File: src/rtl/if_pkg.sv
// Shared types for the prefetching fetch stage: redirect source encoding and
// the priority rule that picks one redirect when several are requested.
package if_pkg;

  typedef enum logic [1:0] {
    NONE   = 2'd0,
    CALL   = 2'd1,
    BRANCH = 2'd2,
    RET    = 2'd3
  } redirect_src_e;

  function automatic redirect_src_e sel_redirect(input logic call_i,
                                                 input logic branch_i,
                                                 input logic ret_i);
    redirect_src_e src;
    if (call_i) begin
      src = CALL;
    end else if (branch_i) begin
      src = BRANCH;
    end else if (ret_i) begin
      src = RET;
    end else begin
      src = NONE;
    end
    return src;
  endfunction

endpackage

File: src/rtl/if_fifo.sv
// Synchronous FIFO with clear; pointers wrap mod DEPTH (power of 2), clear
// has priority over push and pop.
module if_fifo #(
  parameter int DEPTH = 4,
  parameter int W     = 32
) (
  input  logic                     clk,
  input  logic                     rst,
  input  logic                     clear,
  input  logic                     push,
  input  logic                     pop,
  input  logic [W-1:0]             din,
  output logic [W-1:0]             dout,
  output logic [$clog2(DEPTH):0]   count,
  output logic                     empty,
  output logic                     full
);

  localparam int PW = $clog2(DEPTH);
  localparam int CW = PW + 1;

  logic [W-1:0]  r_mem [DEPTH];
  logic [PW-1:0] r_rd;
  logic [PW-1:0] r_wr;
  logic [CW-1:0] r_count;
  logic          w_push;
  logic          w_pop;

  always_comb begin
    empty  = (r_count == CW'(0));
    full   = (r_count == CW'(DEPTH));
    w_push = push && !full;
    w_pop  = pop && !empty;
    dout   = r_mem[r_rd];
    count  = r_count;
  end

  always_ff @(posedge clk) begin
    if (rst || clear) begin
      r_rd    <= '0;
      r_wr    <= '0;
      r_count <= '0;
    end else begin
      if (w_push) begin
        r_wr <= r_wr + PW'(1);
      end
      if (w_pop) begin
        r_rd <= r_rd + PW'(1);
      end
      case ({w_push, w_pop})
        2'b10:   r_count <= r_count + CW'(1);
        2'b01:   r_count <= r_count - CW'(1);
        default: r_count <= r_count;
      endcase
    end
  end

  // Storage is not reset; occupancy alone decides what is valid.
  always_ff @(posedge clk) begin
    if (!rst && !clear && w_push) begin
      r_mem[r_wr] <= din;
    end
  end

  if_fifo_chk u_chk (
    .clk   (clk),
    .rst   (rst),
    .clear (clear),
    .push  (push),
    .full  (full)
  );

endmodule

File: src/rtl/if_fifo_chk.sv
// Protocol checker for the prefetch queue: a push must never meet a full queue
// unless the same cycle clears it.
module if_fifo_chk (
  input logic clk,
  input logic rst,
  input logic clear,
  input logic push,
  input logic full
);

  // Overflow is prevented upstream by the issue credit check.
  a_no_overflow: assert property (@(posedge clk) disable iff (rst) !(push && full && !clear));

endmodule

File: src/rtl/if_prefetch.sv
// Instruction fetch stage: holds the fetch PC, issues one read per cycle to a
// 1-cycle memory and buffers {instr, PC+1} in a queue toward decode.
module if_prefetch
  import if_pkg::*;
#(
  parameter int              PC_W     = 16,
  parameter int              INSTR_W  = 16,
  parameter int              DEPTH    = 4,
  parameter logic [PC_W-1:0] RESET_PC = {PC_W{1'b0}}
) (
  input  logic                   clk,
  input  logic                   rst,
  input  logic                   call,
  input  logic                   branch,
  input  logic                   ret,
  input  logic [PC_W-1:0]        pc_call,
  input  logic [PC_W-1:0]        pc_branch,
  input  logic [PC_W-1:0]        pc_ret,
  output logic [PC_W-1:0]        im_addr,
  output logic                   im_rd_en,
  input  logic [INSTR_W-1:0]     im_instr,
  output logic                   out_valid,
  input  logic                   out_ready,
  output logic [INSTR_W-1:0]     out_instr,
  output logic [PC_W-1:0]        out_pc_inc,
  output logic [$clog2(DEPTH):0] count
);

  localparam int CW = $clog2(DEPTH) + 1;

  typedef struct packed {
    logic [INSTR_W-1:0] instr;
    logic [PC_W-1:0]    pc_inc;
  } entry_t;

  logic [PC_W-1:0] r_pc;
  logic [PC_W-1:0] r_pc_inc;
  logic            r_inflight;

  redirect_src_e   w_src;
  logic            w_redirect;
  logic [PC_W-1:0] w_target;
  logic [CW:0]     w_occ;
  logic            w_issue;
  logic            w_push;
  logic            w_pop;
  logic            w_empty;
  logic            w_full;
  entry_t          w_din;
  entry_t          w_dout;

  // Credit check counts the outstanding read but not a same-cycle pop.
  always_comb begin
    w_src      = sel_redirect(call, branch, ret);
    w_redirect = (w_src != NONE);
    case (w_src)
      CALL:    w_target = pc_call;
      BRANCH:  w_target = pc_branch;
      RET:     w_target = pc_ret;
      default: w_target = r_pc;
    endcase
    w_occ      = {1'b0, count} + {{CW{1'b0}}, r_inflight};
    w_issue    = !rst && !w_redirect && (w_occ < (CW + 1)'(DEPTH));
    w_push     = r_inflight && !w_redirect && !rst;
    w_pop      = !w_empty && out_ready;
    w_din      = '{instr: im_instr, pc_inc: r_pc_inc};
    im_addr    = r_pc;
    im_rd_en   = w_issue;
    out_valid  = !w_empty;
    out_instr  = w_dout.instr;
    out_pc_inc = w_dout.pc_inc;
  end

  always_ff @(posedge clk) begin
    if (rst) begin
      r_pc       <= RESET_PC;
      r_pc_inc   <= {PC_W{1'b0}};
      r_inflight <= 1'b0;
    end else begin
      r_inflight <= w_issue;
      if (w_redirect) begin
        r_pc <= w_target;
      end else if (w_issue) begin
        r_pc     <= r_pc + PC_W'(1);
        r_pc_inc <= r_pc + PC_W'(1);
      end else begin
        r_pc <= r_pc;
      end
    end
  end

  if_fifo #(
    .DEPTH (DEPTH),
    .W     ($bits(entry_t))
  ) u_fifo (
    .clk   (clk),
    .rst   (rst),
    .clear (w_redirect),
    .push  (w_push),
    .pop   (w_pop),
    .din   (w_din),
    .dout  (w_dout),
    .count (count),
    .empty (w_empty),
    .full  (w_full)
  );

endmodule
File: config.mk
export PLATFORM = sky130hd
export DESIGN_NAME = if_prefetch
export DESIGN_NICKNAME = d
export VERILOG_FILES = /design/src/rtl/if_pkg.sv /design/src/rtl/if_fifo.sv /design/src/rtl/if_fifo_chk.sv /design/src/rtl/if_prefetch.sv
export SDC_FILE = /design/constraint.sdc
export NUM_CORES = 1
export LEC_CHECK = 0
export ABC_AREA = 1
export CAP_MARGIN = 20
export CORE_MARGIN = 3
export CORE_UTILIZATION = 30
export CTS_BUF_LIST = sky130_fd_sc_hd__clkbuf_4
export DETAILED_ROUTE_END_ITERATION = 8
export HOLD_SLACK_MARGIN = 0.12
export PLACE_DENSITY = 0.5
export SLEW_MARGIN = 20
export SYNTH_ARGS = -nofsm -noshare
export SYNTH_HDL_FRONTEND = slang
export SYNTH_HIERARCHICAL = 1
export SYNTH_SLANG_ARGS = --single-unit
File: constraint.sdc
create_clock -name clk -period 7.35 [get_ports clk]
set_input_delay 1.47 -clock clk [delete_from_list [all_inputs] [get_ports clk]]
set_output_delay 1.47 -clock clk [all_outputs]
set_load 0.05 [all_outputs]
==> impl_metrics.json, run 1 <==
{
  "core-area_um2": 23540,
  "io_pins": 123,
  "numClockSinks": 170,
  "wl_met1_mm": 7.993,
  "hold_start": "u_fifo/r_rd[1]",
  "clk_path_buf_depth": 2,
  "p_switching_w": 0.0003831,
  "arrival_ns": 4.02,
  "syn2layout_area_growth_pct": 25.83,
  "syn_avg_cell_area_um2": 10.48,
  "rsz0062_at_grt": "false",
  "ctsRootBufferMaster": "clkbuf_4",
  "cp_top_family": "buffers and inverters",
  "drt_drc_violations_left": 0,
  "p_clk_share_pct": 32.9,
  "peakVddDrop_mv": 0.08535,
  "cts.htree.levels": 4,
  "maxCapViolations": 0,
  "viasPerCell": 4.573,
  "synth_seq_area_share_pct": 65.00,
  "critical_path.startpoint_type": "input pin",
  "yosys_warnings": 6,
  "synth_area_leaders": "edfxtp_1, dfxtp_1, nand2_1",
  "worst-path-buf-inv": 2,
  "critical_path_class": "in2out",
  "ys_seq_elements": 170,
  "required_ns": 5.88,
  "grt_pass1_vias": 4978,
  "num_rows": 56,
  "period_share_pct": 74.72,
  "async_reset_ff_share_pct": 0,
  "cts_resized": 0,
  "wl_met2_mm": 7.796,
  "wl_met3_mm": 1.208,
  "p_total_w": 0.001764,
  "slew_headroom_pct": 29.12,
  "cts_tree": "yes",
  "synth_top_area_share_pct": 53.33,
  "grt_overflow_total": 0,
  "tightest_slew_ns": 1.061,
  "drtPass1Iterations": 6,
  "top_layer": "met4",
  "nets": 881,
  "final_cell_mix": "edfxtp_1, clkdlybuf4s50_1, nand2_1, nor2_1, o21ai_0",
  "global_route.usage.total_pct": 13.39,
  "status": "completed",
  "p_int_w": 0.001381,
  "seqCellArea_um2": 4686,
  "setup_tns_ns": 0,
  "mostFrequentLayoutCell": "edfxtp_1",
  "dieHeight_um": 161.0,
  "num_vias": 5200,
  "die_x_um": 161.0,
  "cp_cell_sequence": "clkdlybuf4s50_1, nor3_4, nand2_2, nor2_4, clkdlybuf4s50_1",
  "multiInputGateArea_um2": 2155,
  "power_density_nw_per_um2": 194.5,
  "die-area_um2": 25920,
  "dp.final_hpwl_mm": 11.06,
  "wirelength_mm": 17.20,
  "drv_slew": 0,
  "clk-insertion-delay-late_ns": 0.53,
  "leakage_nw": 3.260,
  "fillers": 2380,
  "finalClockSkew_ns": 0.01376,
  "synth_top_area_cell": "edfxtp_1",
  "gp_congestion": 0.7828,
  "cts-hold-fix-buffers": 0,
  "critical_path.max_fanout": 15,
  "yosysUniqueCellTypes": 32,
  "syn-num-nets": 765,
  "postCtsSetupRepairBufs": 0,
  "path_common_cell": "clkdlybuf4s50_1",
  "rr_startpoint": "r_inflight",
  "grt_pass1_wl_mm": 27.02,
  "synth_edf_count": 128,
  "synth_cells": 688,
  "min_period_ns": 5.492,
  "max_freq_mhz": 182.1,
  "p_seq_share_pct": 59.4,
  "finalSetupViolations": 0,
  "startpoint": "branch",
  "drt_iter0_markers": 313,
  "ant_nets": 0,
  "cts_buffers": 17,
  "grt_max_degree": 66,
  "finalHoldViolations": 0,
  "cp_slowest_cell": "clkdlybuf4s50_1",
  "drive_above_1_share_pct": 7.222,
  "io_buffers": 122,
  "cp-end-kind": "primary output",
  "swShare_pct": 21.72,
  "p_comb_share_pct": 7.6,
  "synth_area_um2": 7207,
  "antenna_found_initial": 1,
  "wl_per_cell_um": 15.13,
  "start_util_pct": 30.61,
  "synth_top_flop_cell": "edfxtp_1",
  "path_clk_slew_ns": 0.13,
  "crit_path_max_incr_delay_ns": 0.91,
  "worstHoldPathType": "reg2reg"
}
[power by group through the flow]
stage,clock network [W],registers (W),logic [W]
floorplan,0,0.00109,0.0000407
global placement,0,0.00107,0.000136
detailed placement,0,0.00107,0.000135
CTS,0.000605,0.00105,0.000136
global route,0.000644,0.00105,0.000147
finish,0.000581,0.00105,0.000134
[state kept, by name, indices dropped and copies added (netlist names), named ones only]
signal and cells:
u_fifo/r_mem 128, u_fifo/r_rd 2, u_fifo/count 3, r_inflight 1, u_fifo/r_wr 2, im_addr 16
r_pc_inc 16
[path summary, 6_finish.rpt]
path / depth (start not counted) / slack [ns] / end
worst max-delay path: 5 / 1.86 / im_rd_en
worst min-delay path: 2 / 0.52 / u_fifo/r_rd[1]
worst max register to register: 6 / 5.02 / u_fifo/r_mem[1][19]
worst min register to register: 2 / 0.52 / u_fifo/r_rd[1]
[worst register-to-register path, delay by kind of cell, from the launching register on]
kind	cells	cell delay [ns]
buf+inv	2	0.14
flops	1	0.37
simple gates	4	1.43
[routing by layer]
layer | up-vias | GRT usage (%)
met5 | - | 0
met4 | 0 | 3.911
met3 | 13 | 4.847
met2 | 152 | 20.73
met1 | 2403 | 17.76
li1 | 2632 | -
[Yosys cell counts, types with 2 or more instances]
cell and n:
nor2_2 5, buf_2 12, buf_4 3, clkbuf_1 7, xnor2_1 3, nand4_1 2, o21ai_0 53, o21ai_1 28
nor3_1 3, edfxtp_1 128, inv_1 43, dfxtp_1 42, nor2_1 95, nand2_2 3, a21oi_1 41, nand2_1 121
nor3_4 2, xor2_1 4, nand3_1 34, ha_1 6, o22ai_1 32, buf_6 10, a31oi_1 2
[cells by family after synthesis]
kind of cell / share of synthesized area [%]
AO/OA/AOI/OAI: 11.65
XOR/XNOR: 0.8507
adder cells (fa/ha/maj): 1.319
buffers and inverters: 5.521
flip-flops: 65.00
AND/OR/NAND/NOR: 15.66
[metrics by stage]
step / instances / utilization (%) / setup WS (ns) / hold WS [ns] / area [um2]
2_1_floorplan: 688 / - / 3.186 / 0.4594 / 7207
3_3_place_gp: 1100 / 36.78 / 1.869 / 0.4891 / 8660
3_5_place_dp: 1102 / 36.96 / 1.860 / 0.4960 / 8702
4_1_cts: 1134 / 38.31 / 1.851 / 0.5184 / 9019
5_1_grt: 1137 / 38.52 / 1.680 / 0.5357 / 9069
6_report: 1137 / 38.52 / 1.858 / 0.5169 / 9069
[final cells by class]
class,instances,area share (%)
timing repair buffer,129,14.71
clock buffer,22,1.821
multi-input combinational,441,23.76
inverter,45,1.945
tap,319,4.401
clock inverter,10,1.669
antenna,1,0.02759
sequential,170,51.67
No activity file was read; power rests on OpenSTA's default activity.
==> inputs of run 2 (changes only) <==
- clock period: 7.35 -> 5.3 ns (I/O delays scaled with it)
==> impl_metrics.json, run 2 (synthesis gave the netlist of run 1 again) <==
{
  "drt_iter0_markers": 351,
  "dp.final_hpwl_mm": 11.21,
  "grt_overflow_total": 0,
  "nets": 882,
  "finalClockSkew_ns": 0.01438,
  "ctsRootBufferMaster": "clkbuf_4",
  "clk_path_buf_depth": 2,
  "worst-path-buf-inv": 2,
  "status": "completed",
  "cts_resized": 0,
  "clk-insertion-delay-late_ns": 0.54,
  "fin_cells": 1138,
  "critical_path.startpoint_type": "input pin",
  "core-area_um2": 23540,
  "ant_nets": 0,
  "multiInputGateArea_um2": 2155,
  "maxCapViolations": 0,
  "drv_slew": 0,
  "required_ns": 4.24,
  "seqCellArea_um2": 4686,
  "antenna_found_initial": 1,
  "max_freq_mhz": 228.8,
  "min_period_ns": 4.371,
  "fillers": 2402,
  "io_buffers": 122,
  "dieHeight_um": 161.0,
  "tightest_slew_ns": 1.042,
  "worstHoldPathType": "reg2reg",
  "die-area_um2": 25920,
  "cts_buffers": 17,
  "final_cell_mix": "edfxtp_1, clkdlybuf4s50_1, nand2_1, nor2_1, o21ai_0",
  "power_density_nw_per_um2": 265.8,
  "numClockSinks": 170,
  "leakage_nw": 3.228,
  "largest_register": "u_fifo/r_mem",
  "grt_pass1_wl_mm": 27.24,
  "place_inst": 1105,
  "slew_headroom_pct": 30.53,
  "postCtsSetupRepairBufs": 0,
  "io_pins": 123,
  "cp_slowest_cell": "clkdlybuf4s50_1",
  "reg2reg_slack_ns": 3.14,
  "cts_tree": "yes",
  "viasPerCell": 4.593,
  "place_area_um2": 8697,
  "start_util_pct": 30.61,
  "peakVddDrop_mv": 0.1210,
  "die_x_um": 161.0,
  "path_common_cell": "clkdlybuf4s50_1",
  "path_clk_slew_ns": 0.13,
  "cts.htree.levels": 4,
  "period_share_pct": 82.48,
  "critical_path_class": "in2out",
  "cts-hold-fix-buffers": 0,
  "wl_per_cell_um": 15.09,
  "timing.hold.ws_ns": 0.5128,
  "drtPass1Iterations": 5,
  "num_vias": 5227,
  "arrival_ns": 3.31,
  "cp-end-kind": "primary output",
  "finalSetupViolations": 0,
  "gp_congestion": 0.8160,
  "drt_drc_violations_left": 0,
  "mostFrequentLayoutCell": "edfxtp_1",
  "crit_path_max_incr_delay_ns": 0.83,
  "final_cell_area_um2": 8981,
  "syn2layout_area_growth_pct": 24.62,
  "drive_above_1_share_pct": 6.846,
  "cp_top_family": "buffers and inverters",
  "largest_reg_flops": 128,
  "grt_max_degree": 65,
  "cp_cell_sequence": "clkdlybuf4s50_1, nor3_4, nand2_2, nor2_4, clkdlybuf4s50_1",
  "wirelength_mm": 17.17,
  "rsz0062_at_grt": "false",
  "setup_tns_ns": 0,
  "finalHoldViolations": 0,
  "critical_path.max_fanout": 13,
  "num_rows": 56,
  "grt_pass1_vias": 4929,
  "global_route.usage.total_pct": 13.39
}
run 2: cell types whose count changed in the layout (fill, tap and decap cells not counted), moves of 2 or more:
cell | before | now
buf_16 | 2 | 0
buf_4 | 3 | 8
clkbuf_4 | 22 | 20
clkinv_1 | 1 | 5
run 2: stage by stage:
stage / util, % / power (W) / setup slack, ns
2_1_floorplan: - / 0.001570 / 1.546
3_3_place_gp: 36.94 / 0.001672 / 0.9037
3_5_place_dp: 36.94 / 0.001671 / 0.8716
4_1_cts: 38.14 / 0.002423 / 0.8632
5_1_grt: 38.15 / 0.002497 / 0.7608
6_report: 38.15 / 0.002387 / 0.9287
run 2: layout make-up:
class,instances,area share (%)
Multi-Input combinational cell,441,23.99
Timing Repair Buffer,130,14.27
Clock inverter,12,1.463
Clock buffer,20,1.672
Antenna cell,1,0.02786
Tap cell,319,4.444
Inverter,45,1.964
Sequential cell,170,52.17
run 2: metal layers:
layer / track usage [%] / vias to the layer above / wire [um]
met3: 4.976 / 14 / 1224
met1: 17.84 / 2421 / 8008
met4: 3.676 / 0 / 174
met5: 0 / - / 0
met2: 20.66 / 156 / 7765
li1: - / 2636 / -
run 2: where the power goes:
| part | leakage, nW | switching (W) | total [W] | internal [W] |
|---|---|---|---|---|
| clock | 0.154 | 0.000415 | 0.000748 | 0.000333 |
| combinational | 1.43 | 0.000100 | 0.000186 | 0.0000851 |
| sequential | 1.64 | 0.0000199 | 0.00145 | 0.00143 |
| total | 3.23 | 0.000535 | 0.00239 | 0.00185 |
run 2: final timing paths:
check | start | to | depth (start not counted)
setup reg to reg | u_fifo/count[2] | u_fifo/count[2] | 15
hold / removal | r_pc_inc[3] | u_fifo/r_mem[0][3] | 0
setup / recovery | call | im_rd_en | 5
hold reg to reg | r_pc_inc[3] | u_fifo/r_mem[0][3] | 0
==> variant: new RTL, flow settings as in run 2 <==
`INSTR_W`: 16 -> 18.
--- a/src/rtl/if_prefetch.sv
+++ b/src/rtl/if_prefetch.sv
@@ -4,7 +4,7 @@
   import if_pkg::*;
 #(
   parameter int              PC_W     = 16,
-  parameter int              INSTR_W  = 16,
+  parameter int              INSTR_W  = 18,
   parameter int              DEPTH    = 4,
   parameter logic [PC_W-1:0] RESET_PC = {PC_W{1'b0}}
 ) (
Interface: changed (resized im_instr and out_instr); port bits go from 123 to 127. No check against the original RTL was run, so the function may have changed too.
==> variant against run 2 <==
- setup slack better by 0.082 ns
- synthesized area rose by 3.4%
- critical path depth is the same
- sequential share of layout area grew 0.50 points
- first-iteration DRC count shrank 4.3%
- wire length up 2.5%
- sequential cell count increased by 8
- die area rose by 3.3%
- design area up 4.1%
- clock power increased by 16%
- total power increased by 7.9%
==> variant: results (changes against run 2) <==
area post-placement 9014 sq um (was 8697 sq um); vias 5,350 (was 5,227); hold path startpoint r_pc_inc[10]$_SDFFE_PP0P_ (was r_pc_inc[3]$_SDFFE_PP0P_); max reg flops 136 (was 128); DP Worst Slack 1.004 ns (was 0.8716 ns); Reg2Reg Setup Slack 3.05 ns (was 3.14 ns); Routed WL 17,610 microns (was 17,170 microns); GRT Total Usage 13.35% (was 13.39%); register share of total power 59.1% (was 60.9%); DRT met1 WL 8189 microns (was 8008 microns); DP HPWL 11,300 microns (was 11,210 microns); met2 wire len 7873 microns (was 7765 microns); part of the Yosys area used for sequential elements 66.06% (was 65.00%); Adder-Cell Fraction of Synth Area 1.276% (was 1.319%); status finished clean (unchanged); XOR/XNOR share of the synthesized area 0.8224% (was 0.8507%); Final nets 906 (was 882); Synth Area in Compound Gates 11.70% (was 11.65%); hold slack 0.5124 ns (was 0.5128 ns); Worst Hold Path EP u_fifo/r_mem[1][10]$_DFFE_PP_ (was u_fifo/r_mem[0][3]$_DFFE_PP_); clock latency on the worst-skew pair 0.56 ns (was 0.54 ns); met2 usage 20.57% (was 20.66%); VDD IR-drop max 0.0001562 V (was 0.0001210 V); relative slew slack 45.46% (was 30.53%); # port buffers 126 (was 122); R2R depth 7 (was 15); drt via density 4.592 (was 4.593); routability cong. 0.7690 (was 0.8160); largest cells by area after synthesis edfxtp_1 (55%), dfxtp_1 (11%), nand2_1 (6.1%), o21ai_0 (5.4%), nor2_1 (5.2%) (was edfxtp_1 (53%), dfxtp_1 (12%), nand2_1 (6.3%), nor2_1 (4.9%), o21ai_0 (3.7%)); Met3 Wirelength 1282 microns (was 1224 microns); Critical Path AT 3.23 ns (was 3.31 ns); reg2reg start r_inflight$_SDFF_PP0_ (was u_fifo/count[2]$_SDFFE_PP0P_); sequential power 1.52 mW (was 1.45 mW); Post-synth top cells edfxtp_1 (136), nand2_1 (122), nor2_1 (103), o21ai_0 (80), inv_1 (43) (was edfxtp_1 (128), nand2_1 (121), nor2_1 (95), o21ai_0 (53), inv_1 (43)); largest net degree at the start of global routing 69 (was 65); Critical Path Max Stage Delay 0.90 ns (was 0.83 ns); first-pass GRT wire length 27,850 microns (was 27,240 microns); Leakage Power 3.344 nW (was 3.228 nW); Iteration-0 DRC Markers 336 (was 351)
variant: cell count changes after synthesis, moves of 3 or more:
| cell | change |
|---|---|
| buf_2 | +7 |
| nor2_1 | +8 |
| buf_6 | -4 |
| o21ai_1 | -23 |
| o21ai_0 | +27 |
| edfxtp_1 | +8 |
| buf_4 | -3 |
| nor2_2 | -4 |
variant: how the worst max path moves through the flow:
stage | start | endpoint | slack, ns | depth (start not counted)
5_1_grt | call | im_rd_en | 0.89 | 5
6_report | call | im_rd_en | 1.01 | 5
3_5_place_dp | call | im_rd_en | 1.00 | 5
4_1_cts | call | im_rd_en | 1.0 | 5
3_3_place_gp | call | im_rd_en | 0.99 | 5
2_1_floorplan | ret | u_fifo/r_mem[0][0]$_DFFE_PP_ | 1.42 | 6
variant: cell type report:
type,instances,area (sq um)
fillers,2459,15040
flip-flops and latches,178,4926
multi-input cells,451,2190
repair buffers,134,1321
well taps,324,405.4
clock inverters,13,192.7
inverters,45,171.4
clock buffers,19,142.6
diodes,1,2.502
